===== src/rtl/i2s_sample_capture.sv =====
// rtl/i2s_sample_capture.sv - I2S receiver: oversampled deframing of left/right words with lock and short-slot status
module i2s_sample_capture #(
    parameter int DATA_W      = 16,
    parameter int SYNC_STAGES = 2,
    parameter int CHANNEL     = 0,
    parameter int TIMEOUT     = 1024
) (
    input  logic              i_clk,
    input  logic              i_reset,
    input  logic              i2s_sck,
    input  logic              i2s_ws,
    input  logic              i2s_sda,
    output logic [DATA_W-1:0] o_sample,
    output logic              o_ce,
    output logic [DATA_W-1:0] o_left,
    output logic [DATA_W-1:0] o_right,
    output logic              o_locked,
    output logic              o_short_err
);
    localparam int CNT_W = $clog2(DATA_W + 1);
    localparam int TO_W  = $clog2(TIMEOUT + 1);

    typedef enum logic {WAIT_SYNC, RUN} state_t;

    logic [SYNC_STAGES-1:0] sck_sync, ws_sync, sd_sync;
    logic                   sck_s, ws_s, sd_s, sck_q;
    logic                   rise_r, ws_r, sd_r;

    state_t              state;
    logic [DATA_W-1:0]   shreg, sh_next;
    logic [CNT_W-1:0]    cnt, cnt_next;
    logic [TO_W-1:0]     to_cnt;
    logic                ws_prev;
    logic                boundary;
    logic                pub, pub_full, pub_ch;
    logic [DATA_W-1:0]   pub_word;

    assign sck_s = sck_sync[SYNC_STAGES-1];
    assign ws_s  = ws_sync[SYNC_STAGES-1];
    assign sd_s  = sd_sync[SYNC_STAGES-1];

    // Synchronizers plus one register stage holding the detected rise and the bits sampled with it
    always_ff @(posedge i_clk) begin
        if (!i_reset) begin
            sck_sync <= '0;
            ws_sync  <= '0;
            sd_sync  <= '0;
            sck_q    <= 1'b0;
            rise_r   <= 1'b0;
            ws_r     <= 1'b0;
            sd_r     <= 1'b0;
        end else begin
            sck_sync <= {sck_sync[SYNC_STAGES-2:0], i2s_sck};
            ws_sync  <= {ws_sync[SYNC_STAGES-2:0], i2s_ws};
            sd_sync  <= {sd_sync[SYNC_STAGES-2:0], i2s_sda};
            sck_q    <= sck_s;
            rise_r   <= sck_s & ~sck_q;
            ws_r     <= ws_s;
            sd_r     <= sd_s;
        end
    end

    always_comb begin
        sh_next  = shreg;
        cnt_next = cnt;
        if (cnt < CNT_W'(DATA_W)) begin
            sh_next  = {shreg[DATA_W-2:0], sd_r};
            cnt_next = cnt + 1'b1;
        end
    end

    assign boundary = rise_r && (ws_r != ws_prev);

    // Bit handling happens on the rise; the publish decision lands one cycle later from latched values
    always_ff @(posedge i_clk) begin
        if (!i_reset) begin
            state       <= WAIT_SYNC;
            shreg       <= '0;
            cnt         <= '0;
            to_cnt      <= '0;
            ws_prev     <= 1'b0;
            pub         <= 1'b0;
            pub_full    <= 1'b0;
            pub_ch      <= 1'b0;
            pub_word    <= '0;
            o_sample    <= '0;
            o_ce        <= 1'b0;
            o_left      <= '0;
            o_right     <= '0;
            o_locked    <= 1'b0;
            o_short_err <= 1'b0;
        end else begin
            pub         <= 1'b0;
            o_ce        <= 1'b0;
            o_short_err <= 1'b0;

            if (pub) begin
                if (pub_full) begin
                    if (pub_ch) o_right <= pub_word;
                    else        o_left  <= pub_word;
                    if (pub_ch == 1'(CHANNEL)) begin
                        o_sample <= pub_word;
                        o_ce     <= 1'b1;
                    end
                end else begin
                    o_short_err <= 1'b1;
                end
            end

            if (rise_r) begin
                to_cnt  <= '0;
                shreg   <= sh_next;
                cnt     <= cnt_next;
                ws_prev <= ws_r;
                if (boundary) begin
                    cnt <= '0;
                    if (state == WAIT_SYNC) begin
                        state    <= RUN;
                        o_locked <= 1'b1;
                    end else begin
                        pub      <= 1'b1;
                        pub_full <= (cnt_next == CNT_W'(DATA_W));
                        pub_ch   <= ws_prev;
                        pub_word <= sh_next;
                    end
                end
            end else begin
                if (to_cnt != TO_W'(TIMEOUT)) to_cnt <= to_cnt + 1'b1;
                if (state == RUN && to_cnt == TO_W'(TIMEOUT - 1)) begin
                    state    <= WAIT_SYNC;
                    o_locked <= 1'b0;
                    cnt      <= '0;
                end
            end
        end
    end
endmodule


===== config.mk =====
export PLATFORM = sky130hd
export DESIGN_NAME = i2s_sample_capture
export DESIGN_NICKNAME = d
export VERILOG_FILES = /design/src/rtl/i2s_sample_capture.sv
export SDC_FILE = /design/constraint.sdc
export NUM_CORES = 1
export LEC_CHECK = 0
export ABC_AREA = 1
export BUFFER_PORTS_ARGS = -buffer_cell sky130_fd_sc_hd__buf_2
export CORE_MARGIN = 4
export CORE_UTILIZATION = 40
export CTS_BUF_LIST = sky130_fd_sc_hd__clkbuf_8 sky130_fd_sc_hd__clkbuf_16
export CTS_CLUSTER_SIZE = 12
export DETAILED_ROUTE_END_ITERATION = 12
export PLACE_DENSITY = 0.68
export REMOVE_ABC_BUFFERS = 1
export SYNTH_ARGS = -nofsm -noshare
export SYNTH_HDL_FRONTEND = slang
export SYNTH_SLANG_ARGS = --single-unit

===== constraint.sdc =====
create_clock -name i_clk -period 2 [get_ports i_clk]
set_clock_uncertainty 0.1 [all_clocks]
set_input_delay 0.1 -clock i_clk [delete_from_list [all_inputs] [get_ports i_clk]]
set_output_delay 0.1 -clock i_clk [all_outputs]
set_load 0.005 [all_outputs]

# == Yosys cells after proc, flatten, opt, wreduce, memory -nomap -nowiden ==
# Cells that the tools add are included.
# word_totals
register_bits,98
latchBits,0
ramBits,0
romBits,0
memories,0
# op_classes
n_addsub,2
n_mul,0
n_div,0
order_cmp,1
eq_ne,6
n_shift,0
mux,14
n_bitwise,4
n_reduce_logical,12
# op_table
cell,count
$mux W5,4
$reduce_and A3 Y1,6
$mux W16,1
$add A11 B1 Y11 const B,1
$eq A11 B10 Y1 const B,1
$ne A11 B11 Y1 const B,1
$mux W1,9
$add A5 B1 Y5 const B,1
$eq A5 B5 Y1 const B,1
$lt A5 B5 Y1 const B,1
$reduce_and A2 Y1,2
$not A1 Y1,3
$logic_and A1 B1 Y1,2
$ne A2 B1 Y1 const B,1
$ne A2 B2 Y1 const B,1
$reduce_bool A2 Y1,1
$reduce_or A2 Y1,1
$and A1 B1 Y1,1
$ne A1 B1 Y1,1

# == Logic depth before layout (Yosys ltp) ==
# Gate-level depths: netlist (run 1).
# logic_depth
depth_word,4
ltp_mapped,9

# == Worst setup path before layout (run 1) ==
# OpenSTA, ideal clock, no wires.
# synth_path
kind,flip-flop to flip-flop
from,register to_cnt[0]
to,register o_locked
setup_ns,0.121
arrival_time_ns,1.128
required_ns,1.779
setup_slack_ns,0.651
path_stages_with_launch,9
n_path_buf,0
cell_sequence,dfxtp_1 > ha_1 > inv_1 > nor2_2 > nand4_2 > nand2_1 > nand2_1 > nand2_1 > a21oi_1
# synth_via
elab_chain_cells,4
# synth_lines
item,line_no,text
start: declaration,32,logic [TO_W-1:0] to_cnt;
start signal: assignment,128,if (to_cnt != TO_W'(TIMEOUT)) to_cnt <= to_cnt + 1'b1;
$eq A11 B10 Y1,129,if (state == RUN && to_cnt == TO_W'(TIMEOUT - 1)) begin
$logic_and A1 B1 Y1,129,
$reduce_bool A2 Y1 (no source line),-,
$reduce_and A3 Y1 (no source line),-,
end signal: assignment,90,o_locked <= 1'b0;
end signal: assignment,119,o_locked <= 1'b1;
end signal: assignment,131,o_locked <= 1'b0;
end: declaration,17,"output logic o_locked,"
# No other way between the ends.
# A chain may end at the register's enable or synchronous reset.

# == Worst setup path after layout (run 1) ==
# layout_path
from,register rise_r
to,register pub_full
# layout_via
elab_chain_cells,2
# layout_lines
item,line_no,text
start: declaration,27,"logic rise_r, ws_r, sd_r;"
start signal: assignment,57,rise_r <= sck_s & ~sck_q;
$logic_and A1 B1 Y1,72,assign boundary = rise_r && (ws_r != ws_prev);
$reduce_and A3 Y1 (no source line) *,-,
end signal: assignment,122,pub_full <= (cnt_next == CNT_W'(DATA_W));
end: declaration,35,"logic pub, pub_full, pub_ch;"
# Mark *: on every way between the ends. The rest lies on a longest branch, timed or not.

==> flow_metrics.py, run 1 <==
metrics = {
    "flow_run": {
        "max_cap_violations": 0,
    },
    "placed_design": {
        "dp_cells": 629,
        "placed_cell_area_um2": 4160,
        "portBuffers": 55,
        "place_ws_ps": 353,
        "hpwl_um": 4990,
        "place.gp.congestion": 0.765,
    },
    "setup_path": {
        "slowest_delay_ps": 510,
        "worst_setup_path_end_kind": "flip-flop",
        "arrival_ps": 1880,
        "path_common_cell": "nand2_1",
        "crit_chain": "nand2_2 -> nor2_8 -> inv_1 -> nor2_1 -> nand2_1 -> nand2_1",
        "cpMaxStageDelayCell": "dfxtp_1",
        "critPathKind": "reg -> reg",
        "critPathMaxFanout": 35,
        "setup.worst_path.start_class": "flip-flop",
        "crit_required_ps": 2210,
    },
    "yosys": {
        "ys_warn_count": 0,
        "netlist_instances": 480,
        "synth.distinct_cells": 33,
        "ys.flop_type": "dfxtp_1",
        "syn_area_um2": 3930,
        "syn_area_per_cell_um2": 8.18,
        "ys_ff_latch": 98,
        "seq_area_frac_synth_pct": 49.9,
        "synth_edf_count": 0,
        "async_flop_share_pct": 0,
    },
    "route": {
        "drt_wl_total_um": 7550,
        "ant_nets": 0,
        "wl_met1_um": 3730,
        "dr_total_vias": 3071,
        "met2WireLength_um": 3420,
        "wl_met3_um": 261,
        "detail_route.iter0.violations": 106,
        "via_per_inst": 4.75,
        "drc": 0,
        "drt-pass1-iter-count": 4,
        "top_layer": "met4",
        "wire_per_inst_um": 11.7,
    },
    "pwr": {
        "p_leak_nw": 1.85,
        "finalPower_w": 0.00338,
        "peakVddDrop_mv": 0.305,
        "power_density_nw_per_um2": 771,
    },
    "timing": {
        "worst_pin_slew_ps": 600,
        "maxSlewViolCount": 0,
        "finalSetupTns_ps": 0,
        "period_share_pct": 83.5,
        "slew_headroom_pct": 59.9,
        "hold_viol": 0,
        "worst_slack_ps": 330,
        "period_needed_ps": 1670,
        "setup_viol": 0,
        "max_freq_mhz": 599,
        "rsz0062_at_grt": "false",
    },
    "grt": {
        "grt_first_pass_wirelength_um": 13500,
        "antenna_found_initial": 0,
        "grt_max_degree": 36,
        "grt-ovfl-total": 0,
        "grt_usage_pct": 14.4,
        "grt_pass1_vias": 2918,
    },
    "layout": {
        "n_fill_cell": 935,
        "drive_gt1_share_pct": 20.1,
        "multiInputGateArea_um2": 1490,
        "fin_nets": 522,
        "diodes": 0,
        "ff_latch_area_um2": 1960,
        "fin_area_um2": 4390,
        "syn2layout_area_growth_pct": 11.7,
        "fin_cells": 647,
    },
    "floorplan": {
        "die_w_um": 107,
        "io-pin-count": 56,
        "rows": 35,
        "die-height_um": 107,
        "start_util_pct": 41.7,
        "fp.dieArea_um2": 11500,
        "core_area_um2": 9420,
    },
    "clock_network": {
        "htreeDepth": 3,
        "cts_buffer_depth": 2,
        "cts.sink_count": 98,
        "cts_tree": "done",
        "clock_latency_ps": 370,
        "numCtsBuffers": 9,
        "clk_pin_slew_ps": 100,
        "cts_root_buf": "clkbuf_8",
        "ctsResizeCount": 0,
    },
    "worst_hold_path": {
        "min-delay-path-class": "in -> reg",
    },
    "status": {
        "status": "complete, no violations",
    },
}
synth_stat cells, types with 3 or more instances:
| master | n | area share (%) |
|---|---|---|
| a211oi_1 | 4 | 0.76 |
| a211oi_2 | 13 | 4.1 |
| a21oi_1 | 30 | 3.8 |
| buf_2 | 9 | 1.1 |
| buf_4 | 20 | 3.8 |
| clkbuf_1 | 6 | 0.57 |
| dfxtp_1 | 98 | 50 |
| ha_1 | 3 | 0.96 |
| inv_1 | 56 | 5.4 |
| inv_2 | 4 | 0.38 |
| nand2_1 | 60 | 5.7 |
| nand2_2 | 3 | 0.48 |
| nand3_1 | 12 | 1.5 |
| nor2_1 | 66 | 6.3 |
| nor2_2 | 3 | 0.48 |
| nor2_4 | 3 | 0.86 |
| o21ai_0 | 51 | 6.5 |
| o22ai_1 | 17 | 2.7 |
| xnor2_1 | 3 | 0.67 |
path summary, 6_finish.rpt:
kind / start / endpoint / slack [ps] / depth (start not counted)
setup / recovery: rise_r$_SDFF_PN0_ / pub_full$_SDFFE_PN0P_ / 330 / 6
hold / removal: i_reset / o_right[9]$_SDFFE_PN0P_ / 40 / 3
setup reg to reg: rise_r$_SDFF_PN0_ / pub_full$_SDFFE_PN0P_ / 330 / 6
hold reg to reg: sck_q$_SDFF_PN0_ / rise_r$_SDFF_PN0_ / 300 / 1
stage by stage:
step,util (%),hold slack (ps)
after floorplan,-,93.5
after global placement,44.2,182
after detailed placement,44.2,187
after CTS,46.6,26.8
after global routing,46.6,48.7
final,46.6,38.2
critical path, delay by kind of cell (launching register included):
family	cells	cell delay, ps
buffers and inverters	1	120
DFF	1	510
and+or+nand+nor	5	890
state kept, by name (all words and copies together), names as in the netlist, 2 cells and up:
name	flops
pub_word	16
o_left	16
shreg	16
o_right	16
cnt	5
ws_sync	2
sd_sync	2
sck_sync	2
to_cnt	11
where the power goes:
part,internal (W),switching (W),total [W],leakage [nW]
Sequential,0.00197,0.0000113,0.00198,0.791
Clock,0.000589,0.000717,0.00131,0.0942
Combinational,0.0000318,0.0000690,0.000101,0.965
cell families (layout without fill, tap and decap cells):
group	after synthesis	after routing	share of synthesized area, %
DFF	98	98	49.9
AOI/OAI and AO/OA	119	119	18.5
xor gates and xnor gates	5	5	1.11
adders and majority gates	3	3	0.956
buffers and inverters	100	138	12.2
and+or+nand+nor	155	155	17.3
layout make-up:
cell class / count / share of cell area (%)
multi-input cells: 282 / 33.9
repair buffers: 62 / 7.93
clock inverters: 6 / 1.68
inverters: 61 / 5.22
clock buffers: 9 / 2.82
flip-flops and latches: 98 / 44.7
well taps: 129 / 3.68
routing by layer:
metal / up-vias / track usage, %
met5: - / 0
met4: 0 / 6.12
met3: 10 / 2.89
met2: 49 / 22.7
met1: 1406 / 19.2
li1: 1606 / -
cells in the final DEF, fill, tap and decap left out, types with 2 or more instances in the layout:
cell type | netlist | layout
nor2_4 | 3 | 3
nand3_1 | 12 | 12
nor3_1 | 2 | 2
a211oi_2 | 13 | 13
inv_2 | 4 | 4
o21ai_0 | 51 | 51
xor2_1 | 2 | 2
clkinvlp_4 | 0 | 2
buf_4 | 20 | 3
nand4_1 | 2 | 2
clkbuf_8 | 0 | 9
nor2_2 | 3 | 3
inv_1 | 56 | 56
o22ai_1 | 17 | 17
dlygate4sd3_1 | 0 | 3
nor2_1 | 66 | 66
a21oi_1 | 30 | 30
dfxtp_1 | 98 | 98
nand2_1 | 60 | 60
o21ai_1 | 2 | 2
buf_2 | 9 | 55
inv_6 | 0 | 2
xnor2_1 | 3 | 3
nand2_2 | 3 | 3
ha_1 | 3 | 3
a211oi_1 | 4 | 4
repair_timing:
action | CTS | global route
hold buffers | 3 | 0
buffers inserted | 0 | 0
endpoints found under the hold margin | 3 | 0
Power figures use the tool's default switching activity.
==> run 2, diff against run 1 <==
==> constraint.sdc (replaced) <==
create_clock -name i_clk -period 1.6 [get_ports i_clk]
set_clock_uncertainty 0.1 [all_clocks]
set_input_delay 0.08 -clock i_clk [delete_from_list [all_inputs] [get_ports i_clk]]
set_output_delay 0.08 -clock i_clk [all_outputs]
set_load 0.005 [all_outputs]
==> run 2 against run 1 <==
Largest cell class unchanged. Register-to-register slack got worse by 220 ps. Highest routed layer unchanged. Worst setup slack got worse by 220 ps. Largest power group unchanged. Critical path depth increased by 2. Sequential power increased by 25%. Wire length decreased by 2.9%. Combinational power increased by 33%.
==> flow_metrics.py, run 2 (same netlist as run 1, synthesis figures left out) <==
metrics = {
    "status": {
        "status": "complete, no violations",
    },
    "clock_network": {
        "clock_latency_ps": 360,
        "cts_buffer_depth": 2,
        "numCtsBuffers": 9,
        "cts_tree": "done",
        "clk_pin_slew_ps": 90,
        "cts.sink_count": 98,
        "htreeDepth": 3,
        "cts_root_buf": "clkbuf_8",
    },
    "route": {
        "via_per_inst": 4.70,
        "drc": 0,
        "detail_route.iter0.violations": 175,
        "wire_per_inst_um": 11.2,
        "drt-pass1-iter-count": 4,
        "ant_nets": 0,
        "dr_total_vias": 3080,
        "drt_wl_total_um": 7330,
    },
    "setup_path": {
        "setup.worst_path.start_class": "flip-flop",
        "reg2reg_depth": 8,
        "crit_buf_inv": 2,
        "slowest_delay_ps": 390,
        "critPathKind": "reg -> reg",
        "r2r_end": "state$_SDFFE_PN0P_",
        "crit_required_ps": 1740,
        "reg2reg_slack_ps": 110,
        "rr_startpoint": "to_cnt[0]$_SDFFE_PP0P_",
        "critPathTopFamily": "flip-flops",
        "path_common_cell": "nand2_1",
        "arrival_ps": 1630,
        "critPathMaxFanout": 4,
        "cpMaxStageDelayCell": "dfxtp_1",
        "worst_setup_path_end_kind": "flip-flop",
        "crit_chain": "ha_1 -> inv_1 -> nor2_4 -> nand2_1 -> clkinv_1 -> nand2_1 -> o21ai_1 -> a21oi_1",
    },
    "timing": {
        "worst_pin_slew_ps": 422,
        "max_freq_mhz": 673,
        "setup_viol": 0,
        "worst_slack_ps": 114,
        "hold_viol": 0,
        "maxSlewViolCount": 0,
        "period_share_pct": 92.8,
        "period_needed_ps": 1490,
        "slew_headroom_pct": 71.8,
    },
    "pwr": {
        "peakVddDrop_mv": 0.438,
        "finalPower_w": 0.00430,
        "p_leak_nw": 1.90,
        "power_density_nw_per_um2": 961,
    },
    "worst_hold_path": {
        "min_from": "i_reset",
        "hold_depth": 5,
        "min-delay-path-class": "in -> reg",
        "holdPathEnd": "to_cnt[5]$_SDFFE_PP0P_",
    },
    "placed_design": {
        "placed_cell_area_um2": 4210,
        "hpwl_um": 4920,
        "place_ws_ps": 89.1,
        "portBuffers": 55,
        "place.gp.congestion": 0.778,
    },
    "layout": {
        "fin_area_um2": 4470,
        "diodes": 0,
        "final_common_cell": "dfxtp_1",
        "final_core_util_pct": 47.5,
        "syn2layout_area_growth_pct": 13.9,
        "drive_gt1_share_pct": 21.3,
        "final_cell_mix": "dfxtp_1 (97), nor2_1 (66), nand2_1 (60), inv_1 (57), buf_2 (55)",
        "fin_nets": 529,
    },
    "grt": {
        "grt-ovfl-total": 0,
        "grt_pass1_vias": 2808,
        "grt_first_pass_wirelength_um": 12600,
        "grt_usage_pct": 13.4,
        "grt_max_degree": 36,
        "antenna_found_initial": 0,
    },
    "floorplan": {
        "die_w_um": 107,
        "rows": 35,
        "fp.dieArea_um2": 11500,
        "io-pin-count": 56,
        "core_area_um2": 9420,
        "die-height_um": 107,
        "start_util_pct": 41.7,
    },
    "flow_run": {
        "max_cap_violations": 0,
    },
}
==> run 2: cell types whose count changed in the layout (fill, tap and decap cells not counted) <==
cell	change
bufinv_16	+1
inv_1	+1
nand4_2	-1
inv_8	-1
dfxtp_1	-1
nor2_4	+1
nand4_4	+1
dfxtp_2	+1
buf_4	+7
clkinv_2	+1
nor2_2	-1
inv_6	-1
==> run 2: repair_timing <==
action | in CTS | in global routing
setup buffers | 0 | 0
endpoints found under the hold margin | 3 | 0
gates resized for setup | 0 | 3
hold buffers | 3 | 0
setup endpoints to repair | 0 | 2
==> run 2: report_power, final <==
part	internal, W	total [W]	switching [W]	leakage [nW]
clock network	0.000877	0.00169	0.000817	0.107
registers	0.00246	0.00247	0.0000125	0.792
logic	0.0000449	0.000134	0.0000895	1.00
==> run 2: layout make-up <==
type / instances / area, um2
Sequential cell: 98 / 1960
Tap cell: 129 / 161
Inverter: 61 / 229
Fill cell: 883 / 4940
Multi-Input combinational cell: 282 / 1500
Clock inverter: 7 / 92.6
Timing Repair Buffer: 69 / 400
Clock buffer: 9 / 124
==> run 2: worst reg2reg max path, cell delays in order (launching register included) <==
cell and delay (ps):
dfxtp_1 390, ha_1 210, inv_1 80, nor2_4 160, nand2_1 100, clkinv_1 90
nand2_1 70, o21ai_1 120, a21oi_1 70
==> run 2: through the flow <==
step / hold WS, ps / TNS [ps] / cells
after CTS: 41.8 / 0 / 655
after global placement: 161 / 0 / 636
after global routing: 66.8 / -9.18 / 655
final: 56.4 / 0 / 655
after floorplan: 73.5 / -68.8 / 441
after detailed placement: 165 / 0 / 636
==> run 2: worst max path at each step <==
stage | startpoint | endpoint | slack, ps | cells past startpoint
floorplan | cnt[4]$_SDFFE_PN0P_ | pub_full$_SDFFE_PN0P_ | -40 | 7
global placement | to_cnt[0]$_SDFFE_PP0P_ | o_locked$_SDFFE_PN0P_ | 140 | 8
detailed placement | to_cnt[0]$_SDFFE_PP0P_ | o_locked$_SDFFE_PN0P_ | 90 | 8
CTS | to_cnt[0]$_SDFFE_PP0P_ | o_locked$_SDFFE_PN0P_ | 80 | 8
global route | to_cnt[0]$_SDFFE_PP0P_ | state$_SDFFE_PN0P_ | -9 | 8
finish | to_cnt[0]$_SDFFE_PP0P_ | state$_SDFFE_PN0P_ | 110 | 8
==> run 2: per-layer routing <==
metal,vias to the layer above,wire length (um),track usage [%],part of all wire (%)
met4,0,100,4.66,1.4
li1,1624,-,-,-
met5,-,0,0,0
met2,72,3440,22.3,47
met3,8,396,3.25,5.4
met1,1376,3400,16.9,46
